===== src/rtl/core_pkg.sv =====
// core_pkg: shared opcode encoding, field widths and sequencer state codes
package core_pkg;
  localparam int INST_W = 9;
  localparam int OP_W = 4;
  localparam int REG_W = 4;
  localparam int DATA_W = 8;
  typedef enum logic [OP_W-1:0] {
    OP_TAKE, OP_PUT, OP_LOAD, OP_STORE, OP_XOR, OP_NAND, OP_SHL, OP_SHR,
    OP_LOOKUP, OP_LSN, OP_EQL, OP_ADD, OP_SUB, OP_OF0, OP_HALT, OP_TBA
  } opcode_e;
  localparam logic [15:0] ACC_OP_MASK = 16'h1FF1;
  localparam logic [2:0] S_IDLE = 3'd0;
  localparam logic [2:0] S_FETCH = 3'd1;
  localparam logic [2:0] S_EXEC = 3'd2;
  localparam logic [2:0] S_MEM = 3'd3;
  localparam logic [2:0] S_HALTED = 3'd4;
endpackage


===== src/rtl/ctrl_decode_if.sv =====
// ctrl_decode_if: ROM, ALU, register-file and data-memory signals of the sequencer (err only with CTRL_ILLEGAL_TRAP_EN)
interface ctrl_decode_if import core_pkg::*; #(parameter int PC_W = 8);
  logic start;
  logic [PC_W-1:0] inst_addr;
  logic [INST_W-1:0] inst_in;
  logic [DATA_W-1:0] acc_in;
  logic [OP_W-1:0] alu_op;
  logic type_bit;
  logic [REG_W-1:0] reg_sel;
  logic ovf;
  logic alu_ovf_in;
  logic acc_we;
  logic reg_we;
  logic mem_req;
  logic mem_we;
  logic mem_ack;
  logic done;
`ifdef CTRL_ILLEGAL_TRAP_EN
  logic err;
`endif
  modport master (
    input start, inst_in, acc_in, alu_ovf_in, mem_ack,
    output inst_addr, alu_op, type_bit, reg_sel, ovf, acc_we, reg_we, mem_req, mem_we, done
`ifdef CTRL_ILLEGAL_TRAP_EN
    , output err
`endif
  );
  modport slave (
    output start, inst_in, acc_in, alu_ovf_in, mem_ack,
    input inst_addr, alu_op, type_bit, reg_sel, ovf, acc_we, reg_we, mem_req, mem_we, done
`ifdef CTRL_ILLEGAL_TRAP_EN
    , input err
`endif
  );
endinterface


===== src/rtl/ctrl_pc.sv =====
// ctrl_pc: program counter with clear, increment and wrapping signed relative add
module ctrl_pc #(parameter int PC_W = 8) (
  input logic clk,
  input logic rst_n,
  input logic clr,
  input logic en,
  input logic br,
  input logic [7:0] off,
  output logic [PC_W-1:0] pc
);
  localparam int W = (PC_W > 8) ? PC_W : 8;
  logic [W-1:0] off_x;
  assign off_x = W'($signed(off));
  // PC advances by one or by the sign-extended offset, wrapping modulo 2^PC_W
  always_ff @(posedge clk or negedge rst_n)
    if (!rst_n) pc <= '0;
    else if (clr) pc <= '0;
    else if (en) pc <= pc + (br ? off_x[PC_W-1:0] : PC_W'(1));
endmodule


===== src/rtl/ctrl_decode.sv =====
// ctrl_decode: fetch/execute sequencer and decoder; CTRL_ILLEGAL_TRAP_EN makes opcode 1111 a sticky-error halt
module ctrl_decode import core_pkg::*; #(parameter int PC_W = 8) (
  input logic clk,
  input logic rst_n,
  ctrl_decode_if.master bus
);
  logic [2:0] state, state_nx;
  logic [PC_W-1:0] pc;
  logic ovf_q, mem_we_q, t, in_exec, in_mem, go, is_ldst, is_halt, pc_en;
  opcode_e op;
  assign op = opcode_e'(bus.inst_in[7:4]);
  assign t = bus.inst_in[8];
  assign in_exec = state == S_EXEC;
  assign in_mem = state == S_MEM;
  assign go = bus.start && (state == S_IDLE || state == S_HALTED);
  assign is_ldst = !t && (op == OP_LOAD || op == OP_STORE);
`ifdef CTRL_ILLEGAL_TRAP_EN
  assign is_halt = !t && (op == OP_HALT || op == OP_TBA);
`else
  assign is_halt = !t && op == OP_HALT;
`endif
  assign pc_en = (in_exec && !is_ldst && !is_halt) || (in_mem && bus.mem_ack);
  ctrl_pc #(.PC_W(PC_W)) u_pc (
    .clk(clk), .rst_n(rst_n), .clr(go), .en(pc_en),
    .br(in_exec && t && |bus.acc_in), .off(bus.inst_in[7:0]), .pc(pc)
  );
  // next state: START only acts from IDLE/HALTED, memory ops wait for ack
  always_comb
    state_nx = go ? S_FETCH :
      state == S_FETCH ? S_EXEC :
      in_exec ? (is_ldst ? S_MEM : is_halt ? S_HALTED : S_FETCH) :
      (in_mem && bus.mem_ack) ? S_FETCH : state;
  // state, overflow flag and latched store qualifier for the MEM wait
  always_ff @(posedge clk or negedge rst_n)
    if (!rst_n) begin
      state <= S_IDLE;
      ovf_q <= 1'b0;
      mem_we_q <= 1'b0;
    end else begin
      state <= state_nx;
      mem_we_q <= in_exec ? (!t && op == OP_STORE) : mem_we_q;
      ovf_q <= (state == S_HALTED && bus.start) ? 1'b0 :
        (in_exec && !t && op == OP_ADD) ? bus.alu_ovf_in :
        (in_exec && !t && op == OP_OF0) ? 1'b0 : ovf_q;
    end
`ifdef CTRL_ILLEGAL_TRAP_EN
  logic err_q;
  // sticky illegal-opcode flag, cleared only by reset or a restart
  always_ff @(posedge clk or negedge rst_n)
    if (!rst_n) err_q <= 1'b0;
    else err_q <= go ? 1'b0 : (in_exec && !t && op == OP_TBA) ? 1'b1 : err_q;
  assign bus.err = err_q;
`endif
  assign bus.inst_addr = pc;
  assign bus.ovf = ovf_q;
  assign bus.type_bit = (in_exec || in_mem) && t;
  assign bus.alu_op = (in_exec || in_mem) ? bus.inst_in[7:4] : '0;
  assign bus.reg_sel = (in_exec || in_mem) ? bus.inst_in[3:0] : '0;
  assign bus.acc_we = (in_exec && !t && ACC_OP_MASK[bus.inst_in[7:4]]) || (in_mem && bus.mem_ack && !mem_we_q);
  assign bus.reg_we = in_exec && !t && op == OP_PUT;
  assign bus.mem_req = (in_exec && is_ldst) || in_mem;
  assign bus.mem_we = in_exec ? (!t && op == OP_STORE) : (in_mem && mem_we_q);
  assign bus.done = state == S_HALTED;
endmodule

===== src/flat_wrapper.sv =====
// flat-port wrapper written by rule: the top's interface ports become plain ports
module ctrl_decode_flat import core_pkg::*;
#(parameter int PC_W = 8)
  (clk, rst_n, bus_start, bus_inst_in, bus_acc_in, bus_alu_ovf_in, bus_mem_ack, bus_inst_addr, bus_alu_op, bus_type_bit, bus_reg_sel, bus_ovf, bus_acc_we, bus_reg_we, bus_mem_req, bus_mem_we, bus_done);
  ctrl_decode_if #(.PC_W(PC_W)) bus_i ();
  input logic clk;
  input logic rst_n;
  input wire logic [$bits(bus_i.start)-1:0] bus_start;
  input wire logic [$bits(bus_i.inst_in)-1:0] bus_inst_in;
  input wire logic [$bits(bus_i.acc_in)-1:0] bus_acc_in;
  input wire logic [$bits(bus_i.alu_ovf_in)-1:0] bus_alu_ovf_in;
  input wire logic [$bits(bus_i.mem_ack)-1:0] bus_mem_ack;
  output wire logic [$bits(bus_i.inst_addr)-1:0] bus_inst_addr;
  output wire logic [$bits(bus_i.alu_op)-1:0] bus_alu_op;
  output wire logic [$bits(bus_i.type_bit)-1:0] bus_type_bit;
  output wire logic [$bits(bus_i.reg_sel)-1:0] bus_reg_sel;
  output wire logic [$bits(bus_i.ovf)-1:0] bus_ovf;
  output wire logic [$bits(bus_i.acc_we)-1:0] bus_acc_we;
  output wire logic [$bits(bus_i.reg_we)-1:0] bus_reg_we;
  output wire logic [$bits(bus_i.mem_req)-1:0] bus_mem_req;
  output wire logic [$bits(bus_i.mem_we)-1:0] bus_mem_we;
  output wire logic [$bits(bus_i.done)-1:0] bus_done;
  assign bus_i.start = bus_start;
  assign bus_i.inst_in = bus_inst_in;
  assign bus_i.acc_in = bus_acc_in;
  assign bus_i.alu_ovf_in = bus_alu_ovf_in;
  assign bus_i.mem_ack = bus_mem_ack;
  assign bus_inst_addr = bus_i.inst_addr;
  assign bus_alu_op = bus_i.alu_op;
  assign bus_type_bit = bus_i.type_bit;
  assign bus_reg_sel = bus_i.reg_sel;
  assign bus_ovf = bus_i.ovf;
  assign bus_acc_we = bus_i.acc_we;
  assign bus_reg_we = bus_i.reg_we;
  assign bus_mem_req = bus_i.mem_req;
  assign bus_mem_we = bus_i.mem_we;
  assign bus_done = bus_i.done;
  ctrl_decode #(.PC_W(PC_W)) u_core (.clk(clk), .rst_n(rst_n), .bus(bus_i));
endmodule

===== config.mk =====
export PLATFORM = sky130hd
export DESIGN_NAME = ctrl_decode_flat
export DESIGN_NICKNAME = d
export VERILOG_FILES = /design/src/rtl/core_pkg.sv /design/src/rtl/ctrl_decode_if.sv /design/src/rtl/ctrl_pc.sv /design/src/rtl/ctrl_decode.sv /design/src/flat_wrapper.sv
export SDC_FILE = /design/constraint.sdc
export NUM_CORES = 1
export LEC_CHECK = 0
export BUFFER_PORTS_ARGS = -buffer_cell sky130_fd_sc_hd__buf_2
export CAP_MARGIN = 20
export CORE_ASPECT_RATIO = 2
export CORE_MARGIN = 5
export CORE_UTILIZATION = 43
export DETAILED_ROUTE_END_ITERATION = 16
export PLACE_DENSITY = 0.72
export SYNTH_ARGS = -nofsm -noshare
export SYNTH_HDL_FRONTEND = slang
export SYNTH_SLANG_ARGS = --single-unit

===== constraint.sdc =====
create_clock -name clk -period 3.7 [get_ports clk]
set_input_delay 0.74 -clock clk [delete_from_list [all_inputs] [get_ports clk]]
set_output_delay 0.74 -clock clk [all_outputs]
set_load 0.005 [all_outputs]

== Yosys cells after proc, flatten, opt, wreduce, memory -nomap -nowiden ==
Memories as Yosys holds them, arrays and structs flattened.
Cells that the tools add are included.

* Output and inout bits: 23
* Register bits: 13
* Input bits: 22
* Memories kept: 1
* Logic and storage cells: 67
* Memory bits (read-only): 16

* $add $sub $neg: 1
* Multiplexer cells: 16
* Reduce and logical (&&, ||, !) cells: 34
* Order comparisons: 1
* Eq/ne operators: 10

{| class="wikitable"
|+ Memory list
! memory !! words !! width !! read ports !! clocked after Yosys merged registers in !! wr ports !! RTL line !! source
|-
| (no name shown) || 16 || 1 || 1 || 0 || 0 || ctrl_decode.sv:59 || <nowiki>assign bus.acc_we = (in_exec && !t && ACC_OP_MASK[bus.inst_in[7:4]]) || (in_mem && bus.mem_ack && !mem_we_q);</nowiki>
|}

{| class="wikitable"
|+ Operator list
! cell !! number
|-
| 8-bit two-way mux || 3
|-
| 1-bit logical AND || 19
|-
| 3-bit two-way mux || 6
|-
| 4-bit equality test (second input constant) || 3
|-
| 8-bit adder || 1
|-
| 4-bit by 2-bit equality test with 1-bit output (second input constant) || 2
|-
| 4-bit two-way mux || 2
|-
| 8-bit OR reduction || 1
|-
| 3-bit by 2-bit equality test with 1-bit output (second input constant) || 2
|-
| 1-bit logical OR || 6
|-
| 4-bit by 5-bit < comparator with 1-bit output (second input constant) || 1
|-
| 1-bit two-way mux || 5
|-
| 4-bit by 1-bit equality test with 1-bit output (second input constant) || 1
|-
| 1-bit zero test || 4
|-
| 4-bit nonzero test || 1
|-
| 3-bit by 1-bit equality test with 1-bit output (second input constant) || 1
|-
| 3-bit equality test (second input constant) || 1
|-
| 3-bit zero test || 1
|-
| 3-bit nonzero test || 1
|-
| 2-bit nonzero test || 1
|}

== Longest topological paths before layout ==
Gate-level depths: netlist of run 1.

* Depth in word-level cells: 9
* Gate-level depth with buffers: 11
* Gate-level depth less buffers: 10

== By module ==
Synthesis of run 1 repeated with hierarchy kept, for this count alone.

* Cell total of the unflattened synthesis: 141
* Area, all modules: 1,221.2 um^2

{| class="wikitable"
|+ By module, submodules not included
! module !! instances !! area an instance (um^2) !! cells an instance
|-
| ctrl_pc || 1 || 675.6 || 70
|-
| ctrl_decode || 1 || 545.5 || 71
|}

== Worst setup path before layout of run 1 ==
No wires, ideal clock.

* Path type: input port to flip-flop
* From: input bus_acc_in[5]
* To: register u_core.u_pc.pc[7]
* Data required time: 3,621 ps
* Path buffers: 0
* Library setup time: 79 ps
* Stages: 10
* Data arrival time: 3,089 ps
* Setup slack: 532 ps
* Cells stage by stage: or4_1 -> o21ai_0 -> nor2_1 -> and2_1 -> ha_1 -> a21oi_1 -> a211oi_1 -> or3_1 -> a21oi_2 -> mux2i_1

* Cells in the longest elaborated chain, start to end: 6

{| class="wikitable"
|+ Ends and longest elaborated chain
! what !! RTL line !! source
|-
| start: declaration || flat_wrapper.sv:10 || <nowiki>input wire logic [$bits(bus_i.acc_in)-1:0] bus_acc_in;</nowiki>
|-
| 8-bit OR reduction || ctrl_decode.sv:25 || <nowiki>.br(in_exec && t && |bus.acc_in), .off(bus.inst_in[7:0]), .pc(pc)</nowiki>
|-
| 1-bit logical AND || ctrl_decode.sv:25 ||
|-
| 8-bit two-way mux || ctrl_pc.sv:18 || <nowiki>else if (en) pc <= pc + (br ? off_x[PC_W-1:0] : PC_W'(1));</nowiki>
|-
| 8-bit adder || ctrl_pc.sv:18 ||
|-
| 8-bit two-way mux || ctrl_pc.sv:18 ||
|-
| 8-bit two-way mux || ctrl_pc.sv:17 || <nowiki>else if (clr) pc <= '0;</nowiki>
|-
| end signal: assignment || ctrl_pc.sv:18 ||
|-
| end: declaration || ctrl_pc.sv:9 || <nowiki>output logic [PC_W-1:0] pc</nowiki>
|}

Every way passes these cells. The select of a mux whose other input is x is not followed.
A chain may end at the register's enable or synchronous reset.

== Final worst setup path of run 1 ==
Ends and elaborated chain as after synthesis.

==> summary.md, run 1 <==
| Metric | Value |
|---|---|
| # port buffers | `44` |
| Lkg Pwr | `0.718 nW` |
| Diode count | `0` |
| Hold crit path type | `primary input to asynchronous set/reset pin` |
| Placeable Area | `2540 um^2` |
| Initial Utilization | `44.1%` |
| Net switching power | `0.324 mW` |
| Worst setup EP type | `register` |
| DRC viols | `0` |
| Peak supply drop | `0.000437 V` |
| Commonest register cell after synthesis | `dfrtp_1` |
| M1 wire length | `1.22 mm` |
| Setup crit start kind | `primary input` |
| Dominant cell type by area after synthesis | `dfrtp_1` |
| Cts bufs inserted | `3` |
| Slew @ Worst Pin | `807 ps` |
| Synth Area in Compound Gates | `22.5%` |
| Via Count | `1222` |
| Drt pass-1 iters | `4` |
| IO Pins | `45` |
| Drt wl/cell | `16.2 um` |
| Adder-cell share of the synthesized area | `9.62%` |
| R2R cell count | `12` |
| Buffer depth of the longest clock path | `2` |
| Grt total ovfl | `0` |
| Worst R2R Start | `u_core.state[1]` |
| Met2 WL | `1.92 mm` |
| Cell internal pwr | `0.449 mW` |
| Setup Skew | `5.74 ps` |
| First-pass GRT wire length | `5.48 mm` |
| DR WL met3 | `220 um` |
| # rows | `26` |
| DR top layer | `met4` |
| Top post-synthesis cells by area | `dfrtp_1 (29%), and2_1 (7.8%), ha_1 (7.8%)` |
| TritonCTS clock tree | `yes` |
| Mapped Area | `1120 um^2` |
| Max Cap Violations | `0` |
| Simple-Gate Fraction of Synth Area | `31.0%` |
| Die W | `46.1 um` |
| Fin. Hold Viols | `0` |
| Worst R2R End | `u_core.u_pc.pc[7]` |
| Crit-path slowest cell | `or4_1` |
| Worst-path maximum fanout | `5` |
| CTS H-tree lvls | `1` |
| Mean Syn Cell Area | `8.22 um^2` |
| Mapped Nets | `166` |
| Top cell type's share of synthesized area | `29.1%` |
| Slew Limit Fails | `0` |
| Initial antenna violation count | `0` |
| Antenna-violating nets left | `0` |
| RSZ-0062 raised after global routing | `false` |
| Fraction of layout cells with a size suffix above 1 | `29.3%` |
| Final Power | `0.772 mW` |
| Post-Route WL | `3.44 mm` |
| Post-CTS resize count | `0` |
| Post-Synth XOR/XNOR Area | `3.91%` |
| CP Cell Sequence | `buf_2, or4_1, o21ai_0, nor2_1, and2_1, ha_1, a21oi_1, a211oi_1, or3_1, a21oi_2, mux2i_1` |
| Critical path type | `primary input to register` |
| Largest net degree at the start of global routing | `16` |
| Shortest clock period the worst path allows after layout | `3380 ps` |
| CTS root buf | `clkbuf_8` |
| Mapped Cells | `136` |
| Net Sw Frac | `41.9%` |
| # clock sinks | `13` |
| Clk pwr share | `16.2%` |
| R2r setup slk | `730 ps` |
| Setup_tns | `0 ps` |
| Global Route Usage Sum | `19.6%` |
| Seq pwr share | `32.4%` |
| Post-synthesis sequential area ratio | `29.1%` |
| Detailed Place HPWL | `2.90 mm` |
| Mux contribution to synthesized area | `0.895%` |
| CP required | `3860 ps` |
| Clock Latency Late Sink | `240 ps` |
| Final setup vio count | `0` |
| Asr flop ratio synth | `100%` |
| Setup Fix Bufs, Post-CTS | `0` |
| Die Ht | `82.1 um` |
| Area growth, synth to finish | `26.8%` |
| Nets | `215` |
| Final period util | `91.4%` |
| Logic pwr share | `51.3%` |
| CTS Hold Bufs | `0` |
| Worst slew margin | `46.0%` |
| FF+latch count, synth | `13` |
| Die area | `3780 um^2` |
| Post-synth EDFFs | `0` |
| P per Cell Area | `544 nW/um^2` |
| Clock slew seen by the registers of the worst setup and hold paths | `60 ps` |
| Vias in the first global route | `1234` |
| Synth unique cells | `37` |
| Largest family of logic cells by synthesized area | `simple AND/OR/NAND/NOR gates` |
| Initial drt markers | `37` |
| Max Freq | `296 MHz` |
| RePlAce Congestion | `0.915` |
| Drt via density | `5.76` |
| Status | `finished, final reports clean` |
| Synth Warn # | `0` |
| Arr. time, crit path | `3540 ps` |
| Slowest stage delay, CP | `540 ps` |
## metrics by stage
stage | hold WS [ps] | cell area (um^2) | std cells | utilization (%) | worst slack, ps
6_report | 390 | 1420 | 212 | 55.9 | 320
3_5_place_dp | 499 | 1370 | 208 | 54.1 | 71.9
4_1_cts | 396 | 1420 | 212 | 55.9 | 327
2_1_floorplan | 444 | 1120 | 136 | - | 532
5_1_grt | 405 | 1420 | 212 | 55.9 | 24.2
3_3_place_gp | 462 | 1370 | 208 | 54.1 | 198
## critical path: cells and delay by family
family / cells / cell delay [ps]
fa+ha+maj: 1 / 340
mux: 1 / 210
compound gates: 4 / 890
buf+inv: 1 / 90
simple gates: 4 / 1250
## cell families after synthesis
logic type | Yosys count
AND/OR/NAND/NOR | 65
AO/OA/AOI/OAI | 38
flip-flops | 13
adder cells (fa/ha/maj) | 8
buffers and inverters | 6
XOR/XNOR | 5
multiplexers | 1
## how the worst max path moves through the flow
stage,startpoint,cells after the start,end,slack [ps]
after floorplan,bus_acc_in[5],10,u_core.u_pc.pc[7],530
after global placement,bus_acc_in[5],11,u_core.u_pc.pc[7],200
after detailed placement,bus_acc_in[5],11,u_core.u_pc.pc[7],70
after CTS,bus_acc_in[5],11,u_core.u_pc.pc[7],330
after global routing,bus_acc_in[1],11,u_core.u_pc.pc[7],20
final,bus_acc_in[5],11,u_core.u_pc.pc[7],320
## state kept, by name, indices dropped and copies added, names as in the netlist
signal           flops
u_core.bus.ovf       1
u_core.mem_we_q      1
u_core.state         3
u_core.u_pc.pc       8
## power groups by stage
stage,combinational (mW),sequential (mW),clock (mW)
after floorplan,0.261,0.235,0
after global placement,0.387,0.250,0
after detailed placement,0.399,0.254,0
after CTS,0.401,0.251,0.130
after global routing,0.441,0.261,0.140
final,0.397,0.251,0.125
## Yosys cell counts (all sizes together) (3+ instances only)
cell type / count
nor2: 11
xnor2: 3
nand3: 10
dfrtp: 13
inv: 3
o21ai: 15
nand2b: 5
ha: 7
nand2: 12
and2: 14
a21oi: 10
nor2b: 3
## metal layers
layer / GRT usage (%) / vias to the layer above
li1: - / 587
met1: 20.4 / 573
met2: 37.0 / 53
met3: 2.17 / 9
met4: 8.55 / 0
met5: 0 / -
## cell type report
cell class              count  area, um^2
multi-input cells         117         759
clock buffers               4        45.0
inverters                   3        11.3
well taps                  28        35.0
fillers                   250        1120
repair buffers             47         243
flip-flops and latches     13         325
## cells in the final DEF, fill, tap and decap left out, types with 2 or more instances in the layout
master    count
nor2_1       11
a31oi_1       2
buf_2        44
a21o_1        2
ha_1          7
xor2_1        2
nand2b_1      5
a211oi_1      2
buf_4         3
inv_1         3
clkbuf_8      3
o21ai_0      13
or4_1         2
nand3_1      10
and2_1       14
or3_1         2
nand2_1      12
a21oi_1       9
xnor2_1       3
o21ai_1       2
and2b_1       2
dfrtp_1      13
nor2b_1       3
Note: power is estimated with default switching activity, not from simulation.
==> run 2, diff against run 1 <==
==> constraint.sdc (replaced) <==
create_clock -name clk -period 3.7 [get_ports clk]
set_input_delay 0.74 -clock clk [delete_from_list [all_inputs] [get_ports clk]]
set_output_delay 0.74 -clock clk [all_outputs]
set_load 0.05 [all_outputs]
==> run 2 against run 1 <==
Final cell count shrank 0.47%. Critical path depth did not move. Wire length decreased by 5.1%. Via count shrank 2.9%. Sequential power barely moved. Non-clock buffer count down 1. Sequential share of layout area grew 0.10 points. Critical endpoint unchanged.
==> summary.md, run 2 (same netlist as run 1, synthesis figures left out) <==
| Metric | Value |
|---|---|
| Status | `finished, final reports clean` |
| Antenna-violating nets left | `0 (unchanged)` |
| Clock slew seen by the registers of the worst setup and hold paths | `60 ps (about the same)` |
| DP Cell Count | `207 (-0.48%)` |
| Max Freq | `307 MHz (+3.7%)` |
| Setup_tns | `0 ps (unchanged)` |
| Grt total ovfl | `0 (unchanged)` |
| Commonest cells after routing, fill and taps aside | `buf_2 (44), and2_1 (14), o21ai_0 (13), dfrtp_1 (13), nand2_1 (12)` |
| Lkg Pwr | `0.716 nW (-0.22%)` |
| Setup WS pre-CTS | `157 ps (+84.9 ps)` |
| Slew Limit Fails | `0 (unchanged)` |
| Global Route Usage Sum | `19.2% (-0.49 points)` |
| Setup Fix Bufs, Post-CTS | `0 (unchanged)` |
| Buffer depth of the longest clock path | `2 (unchanged)` |
| Diode count | `0 (unchanged)` |
| Critical path type | `primary input to register` |
| Worst setup EP type | `register` |
| RePlAce Congestion | `0.936 (+2.3%)` |
| P per Cell Area | `705 nW/um^2 (+29%)` |
| # port buffers | `44 (unchanged)` |
| Die area | `3780 um^2 (unchanged)` |
| Setup crit start kind | `primary input` |
| Setup Skew | `2.54 ps (-3.20 ps)` |
| Worst R2R Start | `u_core.state[1]` |
| Fin. Hold Viols | `0 (unchanged)` |
| Detailed Place HPWL | `2.73 mm (-5.9%)` |
| Initial drt markers | `37 (unchanged)` |
| Final Power | `0.995 mW (+29%)` |
| Initial Utilization | `44.1% (unchanged)` |
| Post-Route WL | `3.27 mm (-5.1%)` |
| Worst slew margin | `47.4% (+1.4 points)` |
| Slew @ Worst Pin | `786 ps (-20.9 ps)` |
| Commonest non-fill, non-tap cell in the layout | `buf_2` |
| RSZ-0062 raised after global routing | `false` |
| Peak supply drop | `0.000332 V (-24%)` |
| First-pass GRT wire length | `5.38 mm (-1.8%)` |
| Nets | `214 (-0.47%)` |
| IO Pins | `45 (unchanged)` |
| Via Count | `1187 (-2.9%)` |
| Min Hold Slack | `368 ps (-22.1 ps)` |
| Final core occ | `55.7% (-0.25 points)` |
| Shortest clock period the worst path allows after layout | `3260 ps (-121 ps)` |
| Clock Latency Late Sink | `260 ps (+20 ps)` |
| CTS root buf | `clkbuf_8` |
| Die Ht | `82.1 um (unchanged)` |
| # clock sinks | `13 (unchanged)` |
| DRC viols | `0 (unchanged)` |
| Final period util | `88.1% (-3.3 points)` |
| TritonCTS clock tree | `yes` |
| Crit. Startpoint | `bus_acc_in[5]` |
| Largest register FFs | `8 (unchanged)` |
| Non-Filler Cell Area, Final | `1410 um^2 (-0.44%)` |
| CTS Hold Bufs | `0 (unchanged)` |
| Fraction of layout cells with a size suffix above 1 | `29.5% (+0.16 points)` |
| Top flop regs | `u_core.u_pc.pc x8, u_core.state x3` |
| Initial antenna violation count | `0 (unchanged)` |
| Worst-path maximum fanout | `5 (unchanged)` |
| CP required | `3890 ps (+30 ps)` |
| Drt pass-1 iters | `4 (unchanged)` |
| Drt via density | `5.63 (-2.4%)` |
| Final setup vio count | `0 (unchanged)` |
| Non-filler cells, final | `211 (-0.47%)` |
| Hold crit path type | `primary input to asynchronous set/reset pin` |
| Area after DPL | `1370 um^2 (-0.55%)` |
| Largest net degree at the start of global routing | `16 (unchanged)` |
| Top reg by flops | `u_core.u_pc.pc` |
| Cts bufs inserted | `3 (unchanged)` |
| Arr. time, crit path | `3450 ps (-90 ps)` |
| Vias in the first global route | `1197 (-3.0%)` |
| Post-CTS resize count | `0 (unchanged)` |
| Area growth, synth to finish | `26.3%` |
| # rows | `26 (unchanged)` |
| Drt wl/cell | `15.5 um (-4.6%)` |
| Placeable Area | `2540 um^2 (unchanged)` |
| Max Cap Violations | `0 (unchanged)` |
| Die W | `46.1 um (unchanged)` |
| Slack of the critical path | `440 ps (+121 ps)` |
| CTS H-tree lvls | `1 (unchanged)` |
[run 2: cell count changes in the layout (fill, tap and decap cells not counted), sizes merged]
| cell | previous run | this run |
|---|---|---|
| buf | 47 | 46 |
| clkbuf | 4 | 3 |
| clkinv | 0 | 1 |
[run 2: report_power, final]
part           switching, mW  internal (mW)  total, mW
Clock                 0.0616         0.0749      0.137
Sequential            0.0617          0.190      0.252
Combinational          0.426          0.181      0.607
[run 2: critical path, stage by stage]
cell and delay [ps]:
buf_2 90, or4_1 530, o21ai_0 280, nor2_1 130
and2_1 180, ha_1 340, a21oi_1 270, a211oi_1 130
or3_1 390, a21oi_2 180, mux2i_1 190
[run 2: metal layers]
| layer | wire (um) | GRT usage [%] | vias up |
|---|---|---|---|
| li1 | - | - | 580 |
| met1 | 1160 | 20.9 | 547 |
| met2 | 1770 | 35.4 | 52 |
| met3 | 262 | 1.95 | 8 |
| met4 | 76 | 7.98 | 0 |
| met5 | 0 | 0 | - |
[run 2: worst paths after layout]
path	to	cells past startpoint	slack (ps)
setup / recovery	u_core.u_pc.pc[7]	11	440
setup reg to reg	u_core.u_pc.pc[6]	11	720
max in group asynchronous	u_core.u_pc.pc[4]	1	3090
min in group clk	u_core.u_pc.pc[7]	1	480
hold / removal	u_core.mem_we_q	1	370
hold reg to reg	u_core.u_pc.pc[7]	1	480
[run 2: area by class of cell]
class,count,area [um^2]
clock buffers,3,41.3
fillers,252,1120
well taps,28,35.0
clock inverters,1,5.00
flip-flops and latches,13,325
multi-input cells,117,759
repair buffers,46,235
inverters,3,11.3
==> run 3, diff against run 2 <==
--- a/config.mk
+++ b/config.mk
@@ -7,7 +7,6 @@
 export LEC_CHECK = 0
 export BUFFER_PORTS_ARGS = -buffer_cell sky130_fd_sc_hd__buf_2
 export CAP_MARGIN = 20
-export CORE_ASPECT_RATIO = 2
 export CORE_MARGIN = 5
 export CORE_UTILIZATION = 43
 export DETAILED_ROUTE_END_ITERATION = 16
==> run 3 against run 2 <==
Critical path depth is the same. Non-clock buffer count is 1 lower. Cell area is 1.8% lower. Sequential share of layout area is 0.42 points higher. Critical path type unchanged.
==> summary.md, run 3 (same netlist as run 1, synthesis figures left out) <==
| Metric | Value |
|---|---|
| Status | `finished, final reports clean` |
| Commonest non-fill, non-tap cell in the layout | `buf_2` |
| Diode count | `0 (unchanged)` |
| Worst setup EP type | `register` |
| Hold crit path type | `primary input to asynchronous set/reset pin` |
| Final period util | `86.1% (-2.0 points)` |
| Global Route Usage Sum | `17.6% (-1.6 points)` |
| Initial drt markers | `44 (+19%)` |
| TritonCTS clock tree | `yes` |
| Top reg by flops | `u_core.u_pc.pc` |
| First-pass GRT wire length | `4.84 mm (-10%)` |
| Cell internal pwr | `0.410 mW (-8.2%)` |
| Net switching power | `0.535 mW (-2.6%)` |
| RePlAce Congestion | `0.826 (-12%)` |
| Non-filler cells, final | `212 (+0.47%)` |
| Fin. Hold Viols | `0 (unchanged)` |
| DP Cell Count | `208 (+0.48%)` |
| Die Ht | `61.0 um (-26%)` |
| Critical path type | `primary input to register` |
| Via Count | `1129 (-4.9%)` |
| Post-Route WL | `2.98 mm (-9.0%)` |
| RSZ-0062 raised after global routing | `false` |
| Worst-path maximum fanout | `5 (unchanged)` |
| Max Freq | `314 MHz (+2.4%)` |
| Top flop regs | `u_core.u_pc.pc x8, u_core.state x3` |
| Final Power | `0.945 mW (-5.1%)` |
| Non-Filler Cell Area, Final | `1390 um^2 (-1.8%)` |
| Slew Limit Fails | `0 (unchanged)` |
| Nets | `213 (-0.47%)` |
| # clock sinks | `13 (unchanged)` |
| Initial antenna violation count | `0 (unchanged)` |
| Slack of the critical path | `516 ps (+75.3 ps)` |
| Area growth, synth to finish | `24.0%` |
| Antenna-violating nets left | `0 (unchanged)` |
| Vias in the first global route | `1108 (-7.4%)` |
| Slew @ Worst Pin | `781 ps (-5.22 ps)` |
| Setup Fix Bufs, Post-CTS | `0 (unchanged)` |
| Area after DPL | `1360 um^2 (-0.37%)` |
| # rows | `18 (-31%)` |
| Die W | `61.0 um (+32%)` |
| CTS Hold Bufs | `0 (unchanged)` |
| Max Cap Violations | `0 (unchanged)` |
| Drt via density | `5.33 (-5.3%)` |
| Setup crit start kind | `primary input` |
| Arr. time, crit path | `3400 ps (-50 ps)` |
| Cts bufs inserted | `3 (unchanged)` |
| Net Sw Frac | `56.6% (+1.5 points)` |
| Setup WS pre-CTS | `218 ps (+61.2 ps)` |
| IO Pins | `45 (unchanged)` |
| Detailed Place HPWL | `2.35 mm (-14%)` |
| CTS H-tree lvls | `1 (unchanged)` |
| Worst slew margin | `47.8% (+0.35 points)` |
| Initial Utilization | `45.2% (+1.1 points)` |
| Clock slew seen by the registers of the worst setup and hold paths | `90 ps (+30 ps)` |
| Peak supply drop | `0.000379 V (+14%)` |
| Commonest cells after routing, fill and taps aside | `buf_2 (44), and2_1 (14), o21ai_0 (13), dfrtp_1 (13), nand2_1 (12)` |
| CP required | `3920 ps (+30 ps)` |
| Drt pass-1 iters | `4 (unchanged)` |
| Clock Latency Late Sink | `290 ps (+30 ps)` |
| # port buffers | `44 (unchanged)` |
| Largest register FFs | `8 (unchanged)` |
| Drt wl/cell | `14.0 um (-9.4%)` |
| Placeable Area | `2480 um^2 (-2.4%)` |
| Lkg Pwr | `0.700 nW (-2.2%)` |
| Logic pwr share | `63.2% (+2.2 points)` |
| Grt total ovfl | `0 (unchanged)` |
| Post-CTS resize count | `0 (unchanged)` |
| Shortest clock period the worst path allows after layout | `3180 ps (-75.3 ps)` |
| Buffer depth of the longest clock path | `2 (unchanged)` |
| DRC viols | `0 (unchanged)` |
| Seq pwr share | `26.5% (+1.2 points)` |
| Setup Skew | `2.23 ps (-0.304 ps)` |
| Die area | `3720 um^2 (-1.6%)` |
| Largest net degree at the start of global routing | `16 (unchanged)` |
| CTS root buf | `clkbuf_4` |
| Setup_tns | `0 ps (unchanged)` |
| Clk pwr share | `10.3% (-3.4 points)` |
| P per Cell Area | `681 nW/um^2 (-3.4%)` |
| Final setup vio count | `0 (unchanged)` |
| Fraction of layout cells with a size suffix above 1 | `28.6% (-0.94 points)` |
## run 3: cell types whose count changed in the layout (fill, tap and decap cells not counted)
| cell | before | now |
|---|---|---|
| clkbuf_4 | 0 | 3 |
| clkbuf_8 | 3 | 0 |
| buf_4 | 2 | 1 |
| clkbuf_1 | 0 | 1 |
| clkinv_2 | 1 | 0 |
## run 3: critical path, cell delays in order
cell and delay (ps):
buf_2 90, or4_1 530, o21ai_0 310, nor2_1 130, and2_1 180, ha_1 340
a21oi_1 250, a211oi_1 130, or3_1 390, a21oi_2 140, mux2i_1 180
## run 3: layer usage
| metal | global-route usage, % | share of wire, % | vias up |
|---|---|---|---|
| met4 | 12.1 | 2.4 | 0 |
| li1 | - | - | 579 |
| met1 | 22.2 | 44 | 506 |
| met2 | 27.8 | 46 | 36 |
| met5 | 0 | 0 | - |
| met3 | 2.34 | 6.9 | 8 |
## run 3: power groups by stage
stage | clock [mW] | sequential (mW) | combinational, mW
3_5_place_dp | 0 | 0.252 | 0.597
4_1_cts | 0.101 | 0.249 | 0.601
2_1_floorplan | 0 | 0.355 | 0.356
6_report | 0.0976 | 0.250 | 0.597
5_1_grt | 0.107 | 0.260 | 0.643
3_3_place_gp | 0 | 0.249 | 0.587
## run 3: layout make-up
cell class | instances | area (um^2)
timing repair buffer | 45 | 228
multi-input combinational | 117 | 759
sequential | 13 | 325
tap | 30 | 37.5
inverter | 3 | 11.3
fill | 244 | 1090
clock buffer | 4 | 26.3
## run 3: path summary, 6_finish.rpt
check	from	endpoint	slack, ps	cells past startpoint
worst max-delay path	bus_acc_in[5]	u_core.u_pc.pc[7]	520	11
worst min-delay path	rst_n	u_core.u_pc.pc[5]	330	1
worst max register to register	u_core.state[0]	u_core.u_pc.pc[6]	890	9
worst min register to register	u_core.u_pc.pc[7]	u_core.u_pc.pc[7]	490	1
max in group asynchronous	rst_n	u_core.u_pc.pc[3]	3130	1
min in group clk	u_core.u_pc.pc[7]	u_core.u_pc.pc[7]	490	1
## run 3: through the flow
step | utilization, % | hold slack (ps)
6_report | 56.0 | 328
5_1_grt | 56.0 | 348
4_1_cts | 56.0 | 334
3_5_place_dp | 54.9 | 476
3_3_place_gp | 54.9 | 474
2_1_floorplan | - | 444
